--- config.mk ---
export PLATFORM = sky130hd
export DESIGN_NAME = imm_ext_pipe_flat
export DESIGN_NICKNAME = d
export VERILOG_FILES = /design/src/rtl/imm_ext_pkg.sv /design/src/rtl/imm_ext_pipe_if.sv /design/src/rtl/ext_fifo.sv /design/src/rtl/imm_ext_pipe.sv /design/src/flat_wrapper.sv
export SDC_FILE = /design/constraint.sdc
export NUM_CORES = 1
export LEC_CHECK = 0
export CAP_MARGIN = 10
export CORE_MARGIN = 8
export CORE_UTILIZATION = 53
export DETAILED_ROUTE_END_ITERATION = 7
export GPL_TIMING_DRIVEN = 0
export HOLD_SLACK_MARGIN = 0.12
export PLACE_DENSITY = 0.81
export SYNTH_ARGS = -nofsm -noshare
export SYNTH_HDL_FRONTEND = slang
export SYNTH_SLANG_ARGS = --single-unit
--- constraint.sdc ---
create_clock -name Clk -period 4 [get_ports Clk]
set_clock_uncertainty 0.05 [all_clocks]
set_input_delay 0.6 -clock Clk [delete_from_list [all_inputs] [get_ports Clk]]
set_output_delay 0.6 -clock Clk [all_outputs]
set_load 0.05 [all_outputs]
--- src/rtl/imm_ext_pkg.sv ---
// Shared types and constants for the immediate-extension pipeline.
// sel_t encodes the instruction field to extract; codes 5..7 are illegal.
// The *W constants give the width of each immediate field in bits.
package imm_ext_pkg;

  typedef enum logic [2:0] {
    Imm5    = 3'd0,
    Off6    = 3'd1,
    PcOff9  = 3'd2,
    PcOff11 = 3'd3,
    Trap8   = 3'd4
  } sel_t;

  localparam int unsigned Imm5W    = 5;
  localparam int unsigned Off6W    = 6;
  localparam int unsigned PcOff9W  = 9;
  localparam int unsigned PcOff11W = 11;
  localparam int unsigned Trap8W   = 8;

endpackage

--- src/rtl/imm_ext_pipe_if.sv ---
// Request/response bundle for imm_ext_pipe.
//   in_valid/in_ready   : request handshake
//   IR, sel, zext, shl  : instruction word, field select, extension mode, shift-by-one
//   out_valid/out_ready : response handshake
//   ext_out, ext_err    : extended result and illegal-select flag at the buffer head
//   occupancy           : number of buffered results
// master = requester/consumer side, slave = the pipeline.
interface imm_ext_pipe_if #(
  parameter int unsigned DATA_W = 16,
  parameter int unsigned DEPTH  = 2
);
  localparam int unsigned OccW = $clog2(DEPTH) + 1;

  logic              in_valid;
  logic              in_ready;
  logic [DATA_W-1:0] IR;
  logic [2:0]        sel;
  logic              zext;
  logic              shl;
  logic              out_valid;
  logic              out_ready;
  logic [DATA_W-1:0] ext_out;
  logic              ext_err;
  logic [OccW-1:0]   occupancy;

  modport master (
    output in_valid, IR, sel, zext, shl, out_ready,
    input  in_ready, out_valid, ext_out, ext_err, occupancy
  );

  modport slave (
    input  in_valid, IR, sel, zext, shl, out_ready,
    output in_ready, out_valid, ext_out, ext_err, occupancy
  );
endinterface

--- src/rtl/ext_fifo.sv ---
// Strict FIFO of Depth entries, Width bits each (Depth a power of two).
//   clk_i, rst_ni : clock, synchronous active-low reset
//   push_i/data_i : write an entry (caller guarantees !full_o)
//   pop_i         : drop the head entry (caller guarantees !empty_o)
//   data_o        : head entry, forced to zero while empty
//   full_o, empty_o, count_o : status from the registered count
module ext_fifo #(
  parameter int unsigned Width = 17,
  parameter int unsigned Depth = 2
) (
  input  logic                       clk_i,
  input  logic                       rst_ni,
  input  logic                       push_i,
  input  logic [Width-1:0]           data_i,
  input  logic                       pop_i,
  output logic [Width-1:0]           data_o,
  output logic                       full_o,
  output logic                       empty_o,
  output logic [$clog2(Depth):0]     count_o
);

  localparam int unsigned AddrW = $clog2(Depth);
  localparam int unsigned CntW  = AddrW + 1;

  logic [Width-1:0] mem_q [Depth];
  logic [AddrW-1:0] wptr_q, rptr_q;
  logic [CntW-1:0]  cnt_q, cnt_d;

  always_comb begin
    cnt_d = cnt_q;
    unique case ({push_i, pop_i})
      2'b10:   cnt_d = cnt_q + CntW'(1);
      2'b01:   cnt_d = cnt_q - CntW'(1);
      default: cnt_d = cnt_q;
    endcase
  end

  // Depth is a power of two, so pointers wrap by natural overflow.
  always_ff @(posedge clk_i) begin
    if (!rst_ni) begin
      wptr_q <= '0;
      rptr_q <= '0;
      cnt_q  <= '0;
    end else begin
      if (push_i) begin
        mem_q[wptr_q] <= data_i;
        wptr_q        <= wptr_q + AddrW'(1);
      end
      if (pop_i) begin
        rptr_q <= rptr_q + AddrW'(1);
      end
      cnt_q <= cnt_d;
    end
  end

  assign full_o  = (cnt_q == CntW'(Depth));
  assign empty_o = (cnt_q == '0);
  assign count_o = cnt_q;
  // Masking hides stale storage so the head reads zero after reset.
  assign data_o  = empty_o ? '0 : mem_q[rptr_q];

endmodule

--- src/rtl/imm_ext_pipe.sv ---
// Immediate-field extractor/extender with a buffered valid/ready output.
//   Clk, Reset_n : clock, synchronous active-low reset
//   bus          : imm_ext_pipe_if slave (request, response, occupancy)
// Each accepted request picks an IR field by sel, sign- or zero-extends it to
// DATA_W (TRAP8 always zero-extends), optionally shifts left by one, and
// queues {err, result}. Illegal sel queues zero with err set.
module imm_ext_pipe
  import imm_ext_pkg::*;
#(
  parameter int unsigned DATA_W = 16,
  parameter int unsigned DEPTH  = 2
) (
  input  logic           Clk,
  input  logic           Reset_n,
  imm_ext_pipe_if.slave  bus
);

  logic [DATA_W-1:0] mask, field, ext, res;
  logic              legal, msb, do_sign, err;
  int unsigned       fw;
  logic              push, pop, full, empty;
  logic [DATA_W:0]   head;

  always_comb begin
    legal = 1'b1;
    fw    = Imm5W;
    case (bus.sel)
      Imm5:    fw = Imm5W;
      Off6:    fw = Off6W;
      PcOff9:  fw = PcOff9W;
      PcOff11: fw = PcOff11W;
      Trap8:   fw = Trap8W;
      default: legal = 1'b0;
    endcase

    mask    = (DATA_W'(1) << fw) - DATA_W'(1);
    field   = bus.IR & mask;
    msb     = |(bus.IR & (DATA_W'(1) << (fw - 1)));
    do_sign = !bus.zext && (bus.sel != Trap8);
    ext     = (do_sign && msb) ? (field | ~mask) : field;
    res     = bus.shl ? {ext[DATA_W-2:0], 1'b0} : ext;
    err     = 1'b0;
    if (!legal) begin
      res = '0;
      err = 1'b1;
    end
  end

  // in_ready comes from the registered count only, so a pop at a full edge
  // frees the slot for the following cycle.
  assign push = bus.in_valid && !full;
  assign pop  = bus.out_ready && !empty;

  ext_fifo #(
    .Width (DATA_W + 1),
    .Depth (DEPTH)
  ) u_fifo (
    .clk_i   (Clk),
    .rst_ni  (Reset_n),
    .push_i  (push),
    .data_i  ({err, res}),
    .pop_i   (pop),
    .data_o  (head),
    .full_o  (full),
    .empty_o (empty),
    .count_o (bus.occupancy)
  );

  assign bus.in_ready  = !full;
  assign bus.out_valid = !empty;
  assign bus.ext_out   = head[DATA_W-1:0];
  assign bus.ext_err   = head[DATA_W];

endmodule

--- src/flat_wrapper.sv ---
// flat-port wrapper written by rule: the top's interface ports become plain ports
module imm_ext_pipe_flat import imm_ext_pkg::*;
#(
  parameter int unsigned DATA_W = 16,
  parameter int unsigned DEPTH  = 2
)
  (Clk, Reset_n, bus_in_valid, bus_IR, bus_sel, bus_zext, bus_shl, bus_out_ready, bus_in_ready, bus_out_valid, bus_ext_out, bus_ext_err, bus_occupancy);
  imm_ext_pipe_if #(.DATA_W(DATA_W), .DEPTH(DEPTH)) bus_i ();
  input  logic Clk;
  input  logic Reset_n;
  input wire logic [$bits(bus_i.in_valid)-1:0] bus_in_valid;
  input wire logic [$bits(bus_i.IR)-1:0] bus_IR;
  input wire logic [$bits(bus_i.sel)-1:0] bus_sel;
  input wire logic [$bits(bus_i.zext)-1:0] bus_zext;
  input wire logic [$bits(bus_i.shl)-1:0] bus_shl;
  input wire logic [$bits(bus_i.out_ready)-1:0] bus_out_ready;
  output wire logic [$bits(bus_i.in_ready)-1:0] bus_in_ready;
  output wire logic [$bits(bus_i.out_valid)-1:0] bus_out_valid;
  output wire logic [$bits(bus_i.ext_out)-1:0] bus_ext_out;
  output wire logic [$bits(bus_i.ext_err)-1:0] bus_ext_err;
  output wire logic [$bits(bus_i.occupancy)-1:0] bus_occupancy;
  assign bus_i.in_valid = bus_in_valid;
  assign bus_i.IR = bus_IR;
  assign bus_i.sel = bus_sel;
  assign bus_i.zext = bus_zext;
  assign bus_i.shl = bus_shl;
  assign bus_i.out_ready = bus_out_ready;
  assign bus_in_ready = bus_i.in_ready;
  assign bus_out_valid = bus_i.out_valid;
  assign bus_ext_out = bus_i.ext_out;
  assign bus_ext_err = bus_i.ext_err;
  assign bus_occupancy = bus_i.occupancy;
  imm_ext_pipe #(.DATA_W(DATA_W), .DEPTH(DEPTH)) u_core (.Clk(Clk), .Reset_n(Reset_n), .bus(bus_i));
endmodule
==> results.txt <==
- The clock passes through at most 2 buffers.
* Number of buffers added by the clock tree synthesis step: 5
- Setup violations remaining at the end of the flow were counted as 0.
* Fraction of synthesis flops using an asynchronous set or reset pin: 0
- The tightest min-delay check is of the reg -> reg type.
- Row Count: 25
- Overall track demand over capacity in global routing: 0.1493
- Average wire per standard cell: roughly 16 microns
- STA puts the critical path data required time at ~4 ns.
- Switching power: roughly 0.00074 W
- Proportion of synthesized chip area in sequential cells: 0.4509
- The via count of the first global-routing pass was between 1500 and 2000.
- The cell sitting at the root of the clock tree is a sky130_fd_sc_hd__clkbuf_8.
* Global placement routability congestion: a little over 0.9
* Count of H-tree levels built during CTS: 2
- Post-CTS setup-driven buffer insertion count: 0
- Number of ports placed on the die boundary: 46
- The share of total power dissipated in sequential elements is 0.313.
- CP Data Arrival Time: ~3.7 ns
- Fraction of final layout cells sized beyond drive strength 1: 0.1246
- Iteration-0 DRC count of the detailed router: between 100 and 150
* Leakage power of the design: ~1.1 nW
* DRC viols: 0
* Post-layout minimum cycle time: between 3 and 4 ns
* Distinct cells, synth: 60
- Number of vias per cell: about 5.8
- Quantity of I/O buffers inserted on ports: 45
* Pin count of the biggest net entering global routing: 18
- The total overflow left after global routing is 0.
- Averaged over all synthesized cells, the footprint is roughly 11 sq um.
- The floorplan step defined a die boundary enclosing 0.007139 sq mm.
- R2r startpoint: u_core.u_fifo.count_o[0]
- Max cap viols: 0
* Period Utilization, post-route: 0.9466
- Pin slew with the least headroom to its limit: about 0.8 ns
* Origin of the worst min-delay path: u_core.u_fifo.count_o[1]
- PwrDens: between 500 and 600 mW/mm^2
- The die is 84.49 microns tall.
* Via count: 1973
- By startpoint and endpoint, the worst setup path is classified as in -> reg.
* Worst ir drop on vdd: 0.2662 mV
- The hold violation total from the final report is 0.
- Post-Place Cell Area: between 0.003 and 0.004 sq mm
- The repair_antennas step left the layout with diodes totalling 0.
* Num Clock Sinks: 39
* Area taken by multi-input logic gates: 0.001319 sq mm
- After technology mapping, the gate count stands at about 240.
* Horizontal die dimension: about 84 microns
* Internal power contribution: between 0.0009 and 0.001 W
- Initial core utilization: 0.5370
- Critical path startpoint: bus_sel[2]
- Counting flops and latches in the post-synthesis netlist gives 39.
- After legalization and detailed placement, the total HPWL measured approximately 4200 microns.
* Portion of total power attributed to the clock network: 0.133
- Outcome: finished clean
* Number of synthesized flops with an enable pin: 34
* Number of nets with antenna violations after detailed routing: 0
- The final layout contains routed wiring with a total length of ~5400 microns.
- Register area: about 0.0011 sq mm
* Core Area: between 0.004 and 0.005 sq mm
- After filler insertion, the fill cell instance count of the layout stands at 380.
* Number of search-and-repair iterations in the first detailed-routing pass: 4
- Compared with the post-synthesis result, the final layout area differs by 25.92%.
- Leaving out filler cells and counting taps, the final layout contains approximately 340.
* Combinational group share of total power: 0.554
* Critical Path End Type: register
- Maximum net fanout on the critical path: 10
- Insertion delay to the later sink of the worst-skew pair: approximately 0.27 ns
- Wire length of the first global-routing pass: 8852 microns
- Static timing analysis puts the maximum clock frequency at ~260 MHz.
- Final number of max-transition violations: 0
- Main synth FF type: sky130_fd_sc_hd__edfxtp_1
- After clock tree synthesis, the clock-pin slew on the worst setup and hold paths is ~0.060 ns.
* Final Cell Area: approximately 0.0031 sq mm
* Worst slew slack as a fraction of its limit: 0.4774
* Yosys Warn Count: 0
- TritonCTS built the clock tree.
- Hold Slack: approximately 0.48 ns
- CP startpoint kind: primary input
* Number of placed instances, taps included: between 300 and 400
- The initial antenna violation count is 0.
* Nets: roughly 320
- The mapped netlist covers roughly 0.0025 sq mm.
- Of the total power, the share spent switching nets is 0.4351.
-- layout make-up --
class / instances / area share
multi-input cells: 183 / 0.4213
flip-flops and latches: 39 / 0.3581
repair buffers: 46 / 0.1475
clock buffers: 6 / 0.02318
plain buffers: 10 / 0.02238
well taps: 54 / 0.02158
inverters: 5 / 0.005995
-- power groups by stage --
stage               logic [W]  registers (W)  clock network, W
floorplan            0.000628       0.000565                 0
global placement     0.000919       0.000537                 0
detailed placement   0.000938       0.000540                 0
CTS                  0.000940       0.000531          0.000229
global route          0.00101       0.000535          0.000248
finish               0.000938       0.000531          0.000225
-- stage by stage --
step	utilization	setup WS [ns]	TNS, ns	total power, W
after floorplan	-	0.7496	0	0.001193
after global placement	0.6497	-0.2710	-4.955	0.001456
after detailed placement	0.6532	-0.3287	-6.432	0.001479
after CTS	0.6697	0.07286	0	0.001700
after global routing	0.6762	-0.003114	-0.006183	0.001790
final	0.6762	0.2135	0	0.001694
-- flip-flops by register name, summed over array words and instances, names as in the netlist, named ones only --
| register | flops |
|---|---|
| u_core.u_fifo.mem_q | 34 |
| u_core.u_fifo.count_o | 2 |
| u_core.u_fifo.rptr_q | 1 |
| u_core.u_fifo.wptr_q | 1 |
-- worst paths after layout --
kind | endpoint | slack [ns] | depth (start not counted)
hold reg to reg | u_core.u_fifo.count_o[1] | 0.48 | 2
setup reg to reg | u_core.u_fifo.count_o[1] | 2.05 | 5
hold / removal | u_core.u_fifo.count_o[1] | 0.48 | 2
setup / recovery | u_core.u_fifo.mem_q[1][6] | 0.21 | 13
-- kinds of logic (layout without fill, tap and decap cells) --
kind of cell / after synthesis / in the layout / share of synthesized area
other cells: 1 / 2 / 0.001508
compound gates: 61 / 61 / 0.1736
mux: 27 / 27 / 0.1137
fa+ha+maj: 7 / 7 / 0.03523
flops: 39 / 39 / 0.4509
buf+inv: 15 / 67 / 0.03573
simple gates: 80 / 80 / 0.1681
xor+xnor: 6 / 6 / 0.02114
-- cell usage in the layout (no fill, tap or decap), types with 3 or more instances in the layout --
| master | instances |
|---|---|
| sky130_fd_sc_hd__a211oi_1 | 4 |
| sky130_fd_sc_hd__nand3_1 | 3 |
| sky130_fd_sc_hd__o22ai_1 | 3 |
| sky130_fd_sc_hd__nor3_1 | 6 |
| sky130_fd_sc_hd__xnor2_1 | 4 |
| sky130_fd_sc_hd__ha_1 | 7 |
| sky130_fd_sc_hd__clkdlybuf4s50_1 | 45 |
| sky130_fd_sc_hd__and2_1 | 4 |
| sky130_fd_sc_hd__nor2b_1 | 3 |
| sky130_fd_sc_hd__mux2i_1 | 22 |
| sky130_fd_sc_hd__buf_6 | 3 |
| sky130_fd_sc_hd__nand2_1 | 15 |
| sky130_fd_sc_hd__nor2_1 | 29 |
| sky130_fd_sc_hd__a31oi_1 | 4 |
| sky130_fd_sc_hd__buf_4 | 3 |
| sky130_fd_sc_hd__inv_1 | 5 |
| sky130_fd_sc_hd__a221oi_1 | 3 |
| sky130_fd_sc_hd__mux2_2 | 3 |
| sky130_fd_sc_hd__clkbuf_1 | 5 |
| sky130_fd_sc_hd__o21ai_0 | 14 |
| sky130_fd_sc_hd__dfxtp_1 | 5 |
| sky130_fd_sc_hd__edfxtp_1 | 34 |
| sky130_fd_sc_hd__clkbuf_8 | 5 |
| sky130_fd_sc_hd__a21oi_1 | 12 |
-- routing by layer --
layer,up-vias,global-route usage,share of wire
met3,2,0.04000,0.057
met5,-,0,0
met2,53,0.2613,0.51
met1,926,0.1715,0.43
met4,0,0.04854,0.0067
li1,992,-,-
-- cells in the mapped netlist, drive strengths merged, types with 6 or more instances --
library cell / instances / area (sq um)
ha: 7 / 87.58
nand2: 16 / 62.56
o21ai: 17 / 88.84
edfxtp: 34 / 1021
a21oi: 15 / 90.09
mux2i: 23 / 234.0
nor3: 6 / 30.03
nor2: 30 / 120.1
-- worst max-delay path: stages --
cell                              delay [ns]
sky130_fd_sc_hd__clkdlybuf4s50_1        0.52
sky130_fd_sc_hd__nand2b_2               0.30
sky130_fd_sc_hd__a21oi_4                0.21
sky130_fd_sc_hd__ha_1                   0.21
sky130_fd_sc_hd__buf_4                  0.19
sky130_fd_sc_hd__mux2i_1                0.20
sky130_fd_sc_hd__o21ai_0                0.12
sky130_fd_sc_hd__a311oi_2               0.34
sky130_fd_sc_hd__o221ai_2               0.17
sky130_fd_sc_hd__or2_1                  0.25
sky130_fd_sc_hd__and4_1                 0.17
sky130_fd_sc_hd__o21ai_0                0.25
sky130_fd_sc_hd__a31oi_1                0.18
-- what timing repair did --
item | in CTS | in global routing
resized for setup | 1 | 5
setup endpoints to repair | 6 | 24
hold buffers | 0 | 0
No activity file was read; power rests on OpenSTA's default activity.
==> edit, RTL diff (same settings) <==
`DATA_W` is set to 16 in 3 places; all go to 20.
--- a/src/rtl/imm_ext_pipe_if.sv
+++ b/src/rtl/imm_ext_pipe_if.sv
@@ -6,7 +6,7 @@
 //   occupancy           : number of buffered results
 // master = requester/consumer side, slave = the pipeline.
 interface imm_ext_pipe_if #(
-  parameter int unsigned DATA_W = 16,
+  parameter int unsigned DATA_W = 20,
   parameter int unsigned DEPTH  = 2
 );
   localparam int unsigned OccW = $clog2(DEPTH) + 1;
--- a/src/rtl/imm_ext_pipe.sv
+++ b/src/rtl/imm_ext_pipe.sv
@@ -7,7 +7,7 @@
 module imm_ext_pipe
   import imm_ext_pkg::*;
 #(
-  parameter int unsigned DATA_W = 16,
+  parameter int unsigned DATA_W = 20,
   parameter int unsigned DEPTH  = 2
 ) (
   input  logic           Clk,
--- a/src/flat_wrapper.sv
+++ b/src/flat_wrapper.sv
@@ -1,7 +1,7 @@
 // flat-port wrapper written by rule: the top's interface ports become plain ports
 module imm_ext_pipe_flat import imm_ext_pkg::*;
 #(
-  parameter int unsigned DATA_W = 16,
+  parameter int unsigned DATA_W = 20,
   parameter int unsigned DEPTH  = 2
 )
   (Clk, Reset_n, bus_in_valid, bus_IR, bus_sel, bus_zext, bus_shl, bus_out_ready, bus_in_ready, bus_out_valid, bus_ext_out, bus_ext_err, bus_occupancy);
Ports: changed (resized bus_IR and bus_ext_out); port bits go from 46 to 54. The function was not compared with the original's and may differ.
==> edit against the original RTL <==
- total power increased by 18%
- via count increased by 11%
- wire length increased by 17%
- count of clock-buffer cells in the layout decreased by 1
- cell area increased by 12%
- sequential cell count increased by 8
- worst setup slack improved by 2.7 ps
- sequential power increased by 20%
- area after synthesis increased by 12%
- combinational power increased by 17%
- critical endpoint is now u_core.u_fifo.mem_q[0][11]
- largest cell class is now sequential cells
- largest power group unchanged
- highest routed layer unchanged
==> edit: results (changes against the original RTL) <==
[placement]
placedCellCount=386  ; was 337
gp_congestion=0.861  ; was 0.923
dp_slack_ps=-47.4  ; was -329 ps
hpwl_um=4900  ; was 4170 µm
place.port_buffers=52  ; was 45
place_area_um2=3420  ; was 3020 µm²

[critical_path]
cp.arrival_ps=3740  ; was 3720 ps
cp_max_fo=10  ; unchanged

[yosys]
synth-edff-count=42  ; was 34
yosysUniqueCellTypes=49  ; was 60
ys_seq_area_frac=0.490  ; was 0.451
synthFlopType=edfxtp_1  ; unchanged
netlist_instances=261  ; was 236
yosysWarnings=0  ; unchanged
synthArstFlopShare=0  ; unchanged
synth_top_area_frac=0.454  ; was 0.411
synth_common_cells=42 x edfxtp_1, 32 x mux2i_1, 31 x nor2_1  ; was 34 x edfxtp_1, 29 x nor2_1, 22 x mux2i_1
synth_area_leaders=edfxtp_1 45%, mux2i_1 12%, nor2_1 4.2%  ; was edfxtp_1 41%, mux2i_1 8.9%, nor2_1 4.4%

[finish]
nets=359  ; was 322
largest_reg_flops=42  ; was 34
regMostFlops=u_core.u_fifo.mem_q  ; unchanged
drive_gt1_frac=0.0774  ; was 0.125
nFillCells=397  ; was 380
final-instance-count-excl-fill=393  ; was 343
diodes=0  ; unchanged

[power_and_ir_drop]
irDropWorstVdd_v=0.000298  ; was 0.000266 V
p_switching_uw=887  ; was 737 µW
leakage_nw=1.20  ; was 1.09 nW

[clocking]
numCtsBuffers=5  ; unchanged
cts_buffer_depth=2  ; unchanged
cts_resized=0  ; was 1
insertion_delay_ps=290  ; was 270 ps
root_buffer=clkbuf_8  ; unchanged
post-cts-setup-buffer-count=0  ; unchanged
clk_pin_slew_worst_paths_ps=80  ; was 60 ps
htreeDepth=2  ; unchanged

[worst_hold_path]
min_path_type=flip-flop to flip-flop  ; unchanged

[routing]
dr.first_iter.drc_count=132  ; was 116
routedWlPerCell_um=16.0  ; was 15.6 µm
firstDrtPassIters=4  ; unchanged
vias_per_cell=5.58  ; was 5.75

[global_route]
grt_pass1_wl_um=9940  ; was 8850 µm
grt_max_degree=22  ; was 18
antenna_found_initial=0  ; unchanged
track_usage=0.162  ; was 0.149
grt_pass1_vias=2133  ; was 1925

[sta]
worstMarginPinSlew_ps=977  ; was 784 ps
period_minus_slack_ps=3780  ; was 3790 ps

[status]
outcome=finished, final reports clean  ; unchanged

==> edit: cell types whose count changed after synthesis, moves of 3 or more <==
cell | unedited run | this run
a211oi_1 | 4 | 7
a21oi_1 | 13 | 19
a221oi_1 | 3 | 0
a31oi_1 | 4 | 1
buf_4 | 3 | 0
clkbuf_1 | 4 | 8
edfxtp_1 | 34 | 42
mux2i_1 | 22 | 32
nor3_1 | 6 | 3
==> edit: worst max-delay path, stage by stage <==
cell             delay, ps
clkdlybuf4s50_1        580
xnor2_1                120
or2_2                  310
ha_1                   200
clkbuf_1               200
a222oi_1               340
nand3_1                100
or4b_1                 520
o211ai_1               150
a31oi_2                 80
buf_6                  160
mux2i_1                230
a211oi_1               140
==> edit: kinds of logic after synthesis <==
group           after synthesis  share of synthesized area
compound gates               59                      0.138
xor+xnor                      7                     0.0221
fa+ha+maj                     7                     0.0315
buf+inv                      21                     0.0369
flops                        47                      0.490
mux                          35                      0.127
other cells                   1                    0.00135
simple gates                 84                      0.153
==> edit: routing by layer <==
| layer | routed length (µm) | GRT usage | vias up |
|---|---|---|---|
| met2 | 3120 | 0.276 | 68 |
| met3 | 339 | 0.0241 | 8 |
| met4 | 88 | 0.0753 | 0 |
| met1 | 2730 | 0.198 | 1030 |
| met5 | 0 | 0 | - |
| li1 | - | - | 1086 |
==> edit: power groups by stage <==
stage | Sequential, mW | Combinational (mW) | Clock (mW)
5_1_grt | 0.644 | 1.16 | 0.284
2_1_floorplan | 0.673 | 0.733 | 0
6_report | 0.637 | 1.10 | 0.263
4_1_cts | 0.638 | 1.11 | 0.267
3_3_place_gp | 0.647 | 1.08 | 0
3_5_place_dp | 0.649 | 1.10 | 0
==> edit: final timing paths <==
| kind | from | to | slack [ps] | cells after the start |
|---|---|---|---|---|
| worst max-delay path | bus_sel[0] | u_core.u_fifo.mem_q[0][11] | 220 | 13 |
| worst min-delay path | u_core.u_fifo.count_o[1] | u_core.u_fifo.count_o[1] | 480 | 2 |
| worst max register to register | u_core.u_fifo.count_o[0] | u_core.u_fifo.mem_q[0][15] | 2050 | 4 |
| worst min register to register | u_core.u_fifo.count_o[1] | u_core.u_fifo.count_o[1] | 480 | 2 |
==> edit: final cells by class <==
cell class                      instances  area, µm²  area share
Sequential cell                        47       1360       0.389
Inverter                                7       26.3     0.00751
Multi-Input combinational cell        194       1330       0.379
Clock buffer                            5       68.8      0.0197
Tap cell                               70       87.6      0.0250
Buffer                                 14       76.3      0.0218
Timing Repair Buffer                   54        543       0.155
Clock inverter                          2       8.76     0.00250
